## src/rtl/mul_seq_ctrl_if.sv

```systemverilog
// mul_seq_ctrl_if: bundle of control, operand and status signals between
// the multiplier sequencer and its environment/datapath.
//   start, mp_in, mc_in, abort       : operation request from the host
//   zero_flag, b0                    : status from the shift-add datapath
//   dp_clr, load, enable, Psel       : datapath strobes
//   MP, MC                           : held operands to the datapath
//   busy, done, iter_cnt             : sequencer status
// master = host/datapath side, slave = sequencer side.
interface mul_seq_ctrl_if;
    localparam int unsigned OP_W  = 8;
    localparam int unsigned CNT_W = 4;

    logic             start;
    logic [OP_W-1:0]  mp_in;
    logic [OP_W-1:0]  mc_in;
    logic             abort;
    logic             zero_flag;
    logic             b0;
    logic             dp_clr;
    logic             load;
    logic             enable;
    logic             Psel;
    logic [OP_W-1:0]  MP;
    logic [OP_W-1:0]  MC;
    logic             busy;
    logic             done;
    logic [CNT_W-1:0] iter_cnt;

    modport master (
        output start, mp_in, mc_in, abort, zero_flag, b0,
        input  dp_clr, load, enable, Psel, MP, MC, busy, done, iter_cnt
    );

    modport slave (
        input  start, mp_in, mc_in, abort, zero_flag, b0,
        output dp_clr, load, enable, Psel, MP, MC, busy, done, iter_cnt
    );
endinterface

```

## src/rtl/mul_seq_ctrl.sv

```systemverilog
// mul_seq_ctrl: sequencer for an 8x8 shift-add multiplier datapath.
// Walks IDLE -> CLEAR -> LOAD -> RUN (8 enable cycles) -> DONE, holding
// the captured operands for the datapath and counting enable cycles.
// Ports:
//   clk  : rising-edge clock
//   rst  : synchronous active-high reset
//   bus  : mul_seq_ctrl_if.slave (request, datapath strobes, status)
// Optional feature: define MUL_EARLY_TERM_EN to end RUN as soon as the
// datapath multiplier shift register reads zero.
module mul_seq_ctrl (
    input  logic          clk,
    input  logic          rst,
    mul_seq_ctrl_if.slave bus
);
    localparam int unsigned OP_W    = 8;
    localparam int unsigned CNT_W   = 4;
    localparam logic [CNT_W-1:0] CNT_LAST = CNT_W'(7);
    localparam logic [CNT_W-1:0] CNT_MAX  = CNT_W'(8);

    typedef enum logic [2:0] {
        IDLE  = 3'd0,
        CLEAR = 3'd1,
        LOAD  = 3'd2,
        RUN   = 3'd3,
        DONE  = 3'd4
    } state_t;

    state_t           state_q;
    state_t           state_d;
    logic             accept_c;
    logic             en_c;
    logic             term_c;

    logic [OP_W-1:0]  mp_q;
    logic [OP_W-1:0]  mc_q;
    logic [CNT_W-1:0] cnt_q;
    logic             clr_q;
    logic             load_q;
    logic             run_q;
    logic             busy_q;
    logic             done_q;

    // Shift/accumulate strobe; optionally suppressed once the multiplier is exhausted.
`ifdef MUL_EARLY_TERM_EN
    assign en_c   = run_q & ~bus.zero_flag;
    assign term_c = bus.zero_flag;
`else
    logic unused_zero_flag;
    assign unused_zero_flag = bus.zero_flag;
    assign en_c   = run_q;
    assign term_c = 1'b0;
`endif

    // State register.
    always_ff @(posedge clk) begin
        if (rst) begin
            state_q <= IDLE;
        end else begin
            state_q <= state_d;
        end
    end

    // Next-state logic; abort beats every other transition in busy states.
    always_comb begin
        state_d  = state_q;
        accept_c = 1'b0;
        case (state_q)
            IDLE: begin
                if (bus.start) begin
                    state_d  = CLEAR;
                    accept_c = 1'b1;
                end
            end
            CLEAR: state_d = bus.abort ? IDLE : LOAD;
            LOAD:  state_d = bus.abort ? IDLE : RUN;
            RUN: begin
                if (bus.abort) begin
                    state_d = IDLE;
                end else if (term_c || (en_c && (cnt_q >= CNT_LAST))) begin
                    state_d = DONE;
                end
            end
            DONE:    state_d = IDLE;
            default: state_d = IDLE;
        endcase
    end

    // Registered state decodes, so each strobe mirrors the current state.
    always_ff @(posedge clk) begin
        if (rst) begin
            clr_q  <= 1'b0;
            load_q <= 1'b0;
            run_q  <= 1'b0;
            busy_q <= 1'b0;
            done_q <= 1'b0;
        end else begin
            clr_q  <= (state_d == CLEAR);
            load_q <= (state_d == LOAD);
            run_q  <= (state_d == RUN);
            busy_q <= (state_d == CLEAR) || (state_d == LOAD) || (state_d == RUN);
            done_q <= (state_d == DONE);
        end
    end

    // Operand capture and saturating enable-cycle counter.
    always_ff @(posedge clk) begin
        if (rst) begin
            mp_q  <= '0;
            mc_q  <= '0;
            cnt_q <= '0;
        end else if (accept_c) begin
            mp_q  <= bus.mp_in;
            mc_q  <= bus.mc_in;
            cnt_q <= '0;
        end else if (en_c && (cnt_q < CNT_MAX)) begin
            cnt_q <= cnt_q + CNT_W'(1);
        end
    end

    assign bus.dp_clr   = clr_q;
    assign bus.load     = load_q;
    assign bus.enable   = en_c;
    assign bus.Psel     = en_c & bus.b0;
    assign bus.MP       = mp_q;
    assign bus.MC       = mc_q;
    assign bus.busy     = busy_q;
    assign bus.done     = done_q;
    assign bus.iter_cnt = cnt_q;
endmodule

```

## src/flat_wrapper.sv

```systemverilog
// flat-port wrapper written by rule: the top's interface ports become plain ports
module mul_seq_ctrl_flat 
  (clk, rst, bus_start, bus_mp_in, bus_mc_in, bus_abort, bus_zero_flag, bus_b0, bus_dp_clr, bus_load, bus_enable, bus_Psel, bus_MP, bus_MC, bus_busy, bus_done, bus_iter_cnt);
  mul_seq_ctrl_if bus_i ();
  input  logic clk;
  input  logic rst;
  input wire logic [$bits(bus_i.start)-1:0] bus_start;
  input wire logic [$bits(bus_i.mp_in)-1:0] bus_mp_in;
  input wire logic [$bits(bus_i.mc_in)-1:0] bus_mc_in;
  input wire logic [$bits(bus_i.abort)-1:0] bus_abort;
  input wire logic [$bits(bus_i.zero_flag)-1:0] bus_zero_flag;
  input wire logic [$bits(bus_i.b0)-1:0] bus_b0;
  output wire logic [$bits(bus_i.dp_clr)-1:0] bus_dp_clr;
  output wire logic [$bits(bus_i.load)-1:0] bus_load;
  output wire logic [$bits(bus_i.enable)-1:0] bus_enable;
  output wire logic [$bits(bus_i.Psel)-1:0] bus_Psel;
  output wire logic [$bits(bus_i.MP)-1:0] bus_MP;
  output wire logic [$bits(bus_i.MC)-1:0] bus_MC;
  output wire logic [$bits(bus_i.busy)-1:0] bus_busy;
  output wire logic [$bits(bus_i.done)-1:0] bus_done;
  output wire logic [$bits(bus_i.iter_cnt)-1:0] bus_iter_cnt;
  assign bus_i.start = bus_start;
  assign bus_i.mp_in = bus_mp_in;
  assign bus_i.mc_in = bus_mc_in;
  assign bus_i.abort = bus_abort;
  assign bus_i.zero_flag = bus_zero_flag;
  assign bus_i.b0 = bus_b0;
  assign bus_dp_clr = bus_i.dp_clr;
  assign bus_load = bus_i.load;
  assign bus_enable = bus_i.enable;
  assign bus_Psel = bus_i.Psel;
  assign bus_MP = bus_i.MP;
  assign bus_MC = bus_i.MC;
  assign bus_busy = bus_i.busy;
  assign bus_done = bus_i.done;
  assign bus_iter_cnt = bus_i.iter_cnt;
  mul_seq_ctrl u_core (.clk(clk), .rst(rst), .bus(bus_i));
endmodule
```

## config.mk

```make
export PLATFORM = sky130hd
export DESIGN_NAME = mul_seq_ctrl_flat
export DESIGN_NICKNAME = d
export VERILOG_FILES = /design/src/rtl/mul_seq_ctrl_if.sv /design/src/rtl/mul_seq_ctrl.sv /design/src/flat_wrapper.sv
export SDC_FILE = /design/constraint.sdc
export NUM_CORES = 1
export LEC_CHECK = 0
export CAP_MARGIN = 40
export CORE_UTILIZATION = 39
export DETAILED_ROUTE_END_ITERATION = 12
export GPL_TIMING_DRIVEN = 0
export HOLD_SLACK_MARGIN = 0.06
export PLACE_DENSITY = 0.83
export SKIP_CTS_REPAIR_TIMING = 1
export SLEW_MARGIN = 20
export SYNTH_ARGS = -nofsm -noshare
export SYNTH_HDL_FRONTEND = slang
export SYNTH_SLANG_ARGS = --single-unit
```

## constraint.sdc

```tcl
create_clock -name clk -period 1.8 [get_ports clk]
set_clock_uncertainty 0.1 [all_clocks]
set_input_delay 0.18 -clock clk [delete_from_list [all_inputs] [get_ports clk]]
set_output_delay 0.18 -clock clk [all_outputs]
set_load 0.01 [all_outputs]
```

==> qor.csv, run 1 <==
metric,value,unit
area of the die,2740,sq um
setup TNS,0,ns
Reg2Reg Depth,5,
TritonCTS clock tree,built,
measured slew at the worst slew-check pin,0.430,ns
Mapped Area,990,sq um
gr ovfl total,0,
fin crit share,94.3,%
syn nets,134,
Pins Over Slew Limit,0,
Std-Cell Rows,17,
HP Class,in -> reg,
largest net degree at the start of global routing,15,
Power Dens Cells,726,nW/um^2
placed wire-length estimate,1660,um
Achievable Freq,589,MHz
Clock Latency Late Sink,0.31,ns
Syn. warnings,0,
CTS Sinks,28,
Worst EP required,1.52,ns
Crit Path Max Fanout,6,
Clock transition at path regs,0.13,ns
Area Overhead vs Synth,52.3,%
initial detailed-routing violation count,11,
Hold Startpoint,bus_mc_in[0],
RSZ-0062 raised after global routing,no,
Crit Reg-Reg Endpoint,u_core.bus.MC[7],
Vias,916,
Mean Syn Cell Area,8.92,sq um
Antenna Violating Nets Remaining,0,
Worst R2R Start,u_core.state_q[0],
drt drc,0,
io pins,48,
I/O Buffers,46,
DIE WIDTH,52.4,um
post-synth cell types,23,
Hold WS,0.303,ns
Max-Cap Viols,0,
number of standard cells after synthesis,111,
min Tclk post-route,1.70,ns
sequential area share after synthesis,56.6,%
WL/cell,11.5,um
CP Class,reg -> out,
nets@finish,185,
Antenna Cells,0,
reg2reg setup slack,0.26,ns
LEAKAGE,0.000557,uW
Final Wtd Congestion,0.707,
worst relative slew slack,71.3,%
vias per cell,4.87,
"flops & latches, synth",28,
Total GRT Usage,17.8,%
Initial DRT Pass Iterations,4,
Min-Delay Endpoint,u_core.bus.MC[0],
status,"complete, no violations",
clk root buf,clkbuf_4,
number of global-route vias before repair,859,
critical path endpoint category,output pin,
CTS max path bufs,2,
final hold viol count,0,
core area,2300,sq um
layout cell share with drive strength beyond 1,5.00,%
initial antenna violation count,0,
number of CTS-inserted buffers,3,
Post-Route WL,2170,um
Worst Hold Path Cells,3,
starting density of the core,43.1,%
H-tree depth,1,
Worst VDD drop,599,uV
final setup fails,0,
Die H,52.4,um
crit start category,register,
first-pass GRT wire length,3550,um
"Arr. time, crit path",1.42,ns
flip-flops by register name, indices dropped and copies added (netlist names):
signal,flops
u_core.bus.dp_clr,1
u_core.state_q,3
u_core.bus.busy,1
u_core.bus.load,1
u_core.bus.iter_cnt,4
u_core.bus.enable,1
u_core.bus.MP,8
u_core.bus.done,1
u_core.bus.MC,8
worst max-delay path: stages, from the launching register on:
cell and delay [ns]:
dfxtp_1 0.43, and2_1 0.15, clkdlybuf4s50_1 0.53
cell usage after synthesis:
library cell	number	area share [%]
xnor2_1	1	0.89
buf_8	1	1.5
and2_1	1	0.63
nor3b_1	1	0.76
and3b_2	1	1.0
o22ai_1	2	1.3
nor2b_1	1	0.63
nor3_1	7	3.5
a41oi_1	1	0.89
nand2_1	34	13
ha_1	1	1.3
nor4b_1	1	0.89
nand3b_1	1	0.76
or4b_1	1	1.0
a21oi_1	17	8.6
clkbuf_1	2	0.76
buf_2	2	1.0
buf_6	1	1.1
nor2_1	4	1.5
mux2i_1	1	1.0
xor2_1	1	0.89
o21ai_0	1	0.51
dfxtp_1	28	57
layout by cell type, fill, tap and decap left out, types with 2 or more instances in the layout:
master,n
nand2_1,34
dfxtp_1,28
nor2_1,4
clkbuf_1,2
a21oi_1,17
clkbuf_4,3
buf_2,2
nor3_1,7
clkdlybuf4s50_1,46
o22ai_1,2
worst max path at each step:
stage / start / to
2_1_floorplan: u_core.state_q[0] / u_core.bus.MC[0]
3_3_place_gp: bus_start / u_core.bus.MC[3]
3_5_place_dp: bus_start / u_core.bus.MC[7]
4_1_cts: u_core.bus.enable / bus_Psel
5_1_grt: u_core.bus.enable / bus_Psel
6_report: u_core.bus.enable / bus_Psel
cells by family after synthesis:
group | Yosys count | share of synthesized area (%)
adders and majority gates | 1 | 1.26
AOI/OAI and AO/OA | 21 | 11.3
muxes | 1 | 1.01
buffers and inverters | 6 | 4.42
xor gates and xnor gates | 2 | 1.77
DFF | 28 | 56.6
and+or+nand+nor | 52 | 23.6
stage by stage:
step           power, uW  utilization, %  instances  setup WS (ns)  instance area [sq um]
2_1_floorplan        758               -        111          0.356                    990
3_3_place_gp         868            64.7        185         0.0529                   1490
3_5_place_dp         872            64.7        185         0.0420                   1490
4_1_cts             1110            65.6        188         0.0848                   1510
5_1_grt             1160            65.6        188        0.00236                   1510
6_report            1090            65.6        188          0.102                   1510
power by group:
group          total [uW]  internal, uW  switching, uW
combinational         192           114           77.5
sequential            665           650           15.6
clock                 237          78.1            159
total                1090           842            252
metal layers:
metal / routed length, um / vias up / global-route usage [%]
li1: - / 471 / -
met1: 993 / 412 / 19.8
met2: 1030 / 31 / 32.3
met3: 119 / 2 / 2.61
met4: 27 / 0 / 9.21
met5: 0 / - / 0
area by class of cell:
class,count,area (sq um)
flip-flops and latches,28,561
multi-input cells,77,385
plain buffers,6,43.8
well taps,28,35.0
fillers,206,790
clock buffers,3,22.5
repair buffers,46,460
(Power assumes the default switching activity.)
==> run 2: changes to the inputs <==
--- a/config.mk
+++ b/config.mk
@@ -11,7 +11,6 @@
 export GPL_TIMING_DRIVEN = 0
 export HOLD_SLACK_MARGIN = 0.06
 export PLACE_DENSITY = 0.83
-export SKIP_CTS_REPAIR_TIMING = 1
 export SLEW_MARGIN = 20
 export SYNTH_ARGS = -nofsm -noshare
 export SYNTH_HDL_FRONTEND = slang
==> constraint.sdc (replaced) <==
create_clock -name clk -period 1.8 [get_ports clk]
set_clock_uncertainty 0.1 [all_clocks]
set_input_delay 0.45 -clock clk [delete_from_list [all_inputs] [get_ports clk]]
set_output_delay 0.45 -clock clk [all_outputs]
set_load 0.01 [all_outputs]
==> run 2 against run 1 <==
Against the previous run:
- clock power hardly changed
- combinational power is 3% lower
- sequential share of layout area is 0.46 points lower
- via count is 0.11% lower
- utilization is 2.0 points higher
- maximum frequency is 1.1% lower
- first-iteration DRC count is 18% lower
==> qor.csv, run 2 (synthesis gave the netlist of run 1 again) <==
metric,value,unit,change
Antenna Violating Nets Remaining,0,,unchanged
placed wire-length estimate,1660,um,unchanged
H-tree depth,1,,unchanged
I/O Buffers,46,,unchanged
Die H,52.4,um,unchanged
Clock Latency Late Sink,0.31,ns,about the same
Area Overhead vs Synth,57.0,%,
reg2reg setup slack,0.26,ns,about the same
RSZ-0062 raised after global routing,no,,
largest net degree at the start of global routing,15,,unchanged
placed cell areas,1490,sq um,unchanged
Clk pwr share,21.6,%,about the same
fin crit share,95.4,%,+1.1 points
Min-Delay Endpoint,u_core.bus.MP[6],,
Crit Reg-Reg Endpoint,u_core.bus.MC[7],,
number of global-route vias before repair,859,,unchanged
Comb pwr share,17.2,%,-0.3 points
status,"complete, no violations",,
sw frac,23.0,%,-0.039 points
register share of total power,61.2,%,+0.4 points
vias per cell,4.87,,-0.11%
CTS Sinks,28,,unchanged
"commonest non-fill, non-tap cell in the layout",nand2_1,,
Post-CTS Hold Buffers,0,,
Power Dens Cells,697,nW/um^2,-3.9%
worst relative slew slack,70.5,%,-0.81 points
layout cell share with drive strength beyond 1,9.38,%,+4.4 points
first-pass GRT wire length,3590,um,+1.2%
crit start category,register,,
final setup fails,0,,unchanged
nets@finish,185,,unchanged
Pins Over Slew Limit,0,,unchanged
clk root buf,clkbuf_4,,
critical path's slowest cell,clkdlybuf4s50_1,,
starting density of the core,43.1,%,unchanged
Worst R2R Start,u_core.state_q[0],,
final hold viol count,0,,unchanged
Reg2Reg Depth,5,,unchanged
Bufs and invs on worst path,1,,unchanged
io pins,48,,unchanged
drt drc,0,,unchanged
measured slew at the worst slew-check pin,0.443,ns,+0.0122 ns
area of the die,2740,sq um,unchanged
WL/cell,12.0,um,+4.4%
most frequent cells in the layout,"nand2_1, clkdlybuf4s50_1, dfxtp_1",,
Final Wtd Congestion,0.707,,unchanged
Max-Cap Viols,0,,unchanged
DIE WIDTH,52.4,um,unchanged
setup bufs post-CTS,0,,
Pint,834,uW,-0.92%
critical-path cell list,clkdlybuf4s50_1,,
CTS max path bufs,2,,unchanged
Total GRT Usage,18.1,%,+0.23 points
"Arr. time, crit path",1.17,ns,-0.25 ns
Crit Path Max Fanout,1,,-5
Worst Hold Path Cells,2,,-1
HP Class,reg -> reg,,
min Tclk post-route,1.72,ns,+0.0192 ns
Post-Route WL,2270,um,+4.4%
Std-Cell Rows,17,,unchanged
Hold WS,0.363,ns,+0.0604 ns
Antenna Cells,0,,unchanged
Worst EP required,1.25,ns,-0.27 ns
Switch Pwr,250,uW,-1.1%
Fill cells,197,,-4.4%
core area,2300,sq um,unchanged
number of CTS-inserted buffers,3,,unchanged
CP max stage delay,0.53,ns,about the same
Vias,915,,-0.11%
gr ovfl total,0,,unchanged
critical path endpoint category,output pin,,
initial antenna violation count,0,,unchanged
Hold Startpoint,u_core.bus.MP[6],,
Clock transition at path regs,0.13,ns,about the same
Top delay family on crit path,buffers and inverters,,
design area,1550,sq um,+3.1%
Worst VDD drop,561,uV,-6.4%
CP Class,reg -> out,,
Achievable Freq,582,MHz,-1.1%
initial detailed-routing violation count,9,,-2
Initial DRT Pass Iterations,4,,unchanged
LEAKAGE,0.000876,uW,+57%
TritonCTS clock tree,built,,
run 2: cell types whose count changed in the layout (fill, tap and decap cells not counted):
cell,before,now
dlymetal6s2s_1,0,18
dfxtp_1,28,22
dfxtp_2,0,5
dlygate4sd2_1,0,3
clkdlybuf4s50_1,46,24
dfxtp_4,0,1
buf_2,2,3
run 2: how the worst max path moves through the flow:
stage,start,to,slack [ns],cells past startpoint
floorplan,bus_start,u_core.bus.MC[0],0.31,5
global placement,bus_b0,bus_Psel,-0.28,3
detailed placement,bus_b0,bus_Psel,-0.31,3
CTS,u_core.bus.iter_cnt[3],bus_iter_cnt[3],0.003,1
global route,u_core.bus.dp_clr,bus_dp_clr,0.02,1
finish,u_core.bus.dp_clr,bus_dp_clr,0.08,1
run 2: layer usage:
| metal | vias up | wire length, um | track usage [%] |
|---|---|---|---|
| li1 | 469 | - | - |
| met1 | 411 | 972 | 21.0 |
| met2 | 33 | 1110 | 31.6 |
| met3 | 2 | 150 | 2.61 |
| met4 | 0 | 27 | 9.21 |
| met5 | - | 0 | 0 |
run 2: final cells by class:
type / count / area (sq um) / share of cell area [%]
sequential: 28 / 571 / 36.7
multi-input combinational: 77 / 385 / 24.8
clock buffer: 3 / 22.5 / 1.45
buffer: 6 / 43.8 / 2.82
tap: 28 / 35.0 / 2.25
timing repair buffer: 46 / 497 / 32.0
run 2: tightest hold or removal path: cells and delay by family (launching register included):
family | cells | cell delay, ns
DFF | 1 | 0.33
AOI/OAI and AO/OA | 1 | 0.05
and+or+nand+nor | 1 | 0.05
run 2: timing repair:
action                     CTS  global route
setup endpoints to repair    6            19
pin swaps                    0             0
resized for setup           12            20
cloned                       0             0
run 2: through the flow:
| stage | utilization [%] | total power (uW) | cells | setup slack (ns) | TNS (ns) |
|---|---|---|---|---|---|
| after detailed placement | 64.7 | 872 | 185 | -0.309 | -3.11 |
| after global placement | 64.7 | 868 | 185 | -0.280 | -2.99 |
| after CTS | 65.9 | 1110 | 188 | 0.00319 | 0 |
| after global routing | 67.6 | 1160 | 188 | 0.0227 | 0 |
| after floorplan | - | 758 | 111 | 0.307 | 0 |
| final | 67.6 | 1080 | 188 | 0.0827 | 0 |
run 2: power by group through the flow:
stage / clock network (uW) / registers, uW / logic [uW]
floorplan: 0 / 691 / 67.3
global placement: 0 / 677 / 191
detailed placement: 0 / 679 / 193
CTS: 249 / 664 / 193
global route: 288 / 667 / 205
finish: 234 / 663 / 186
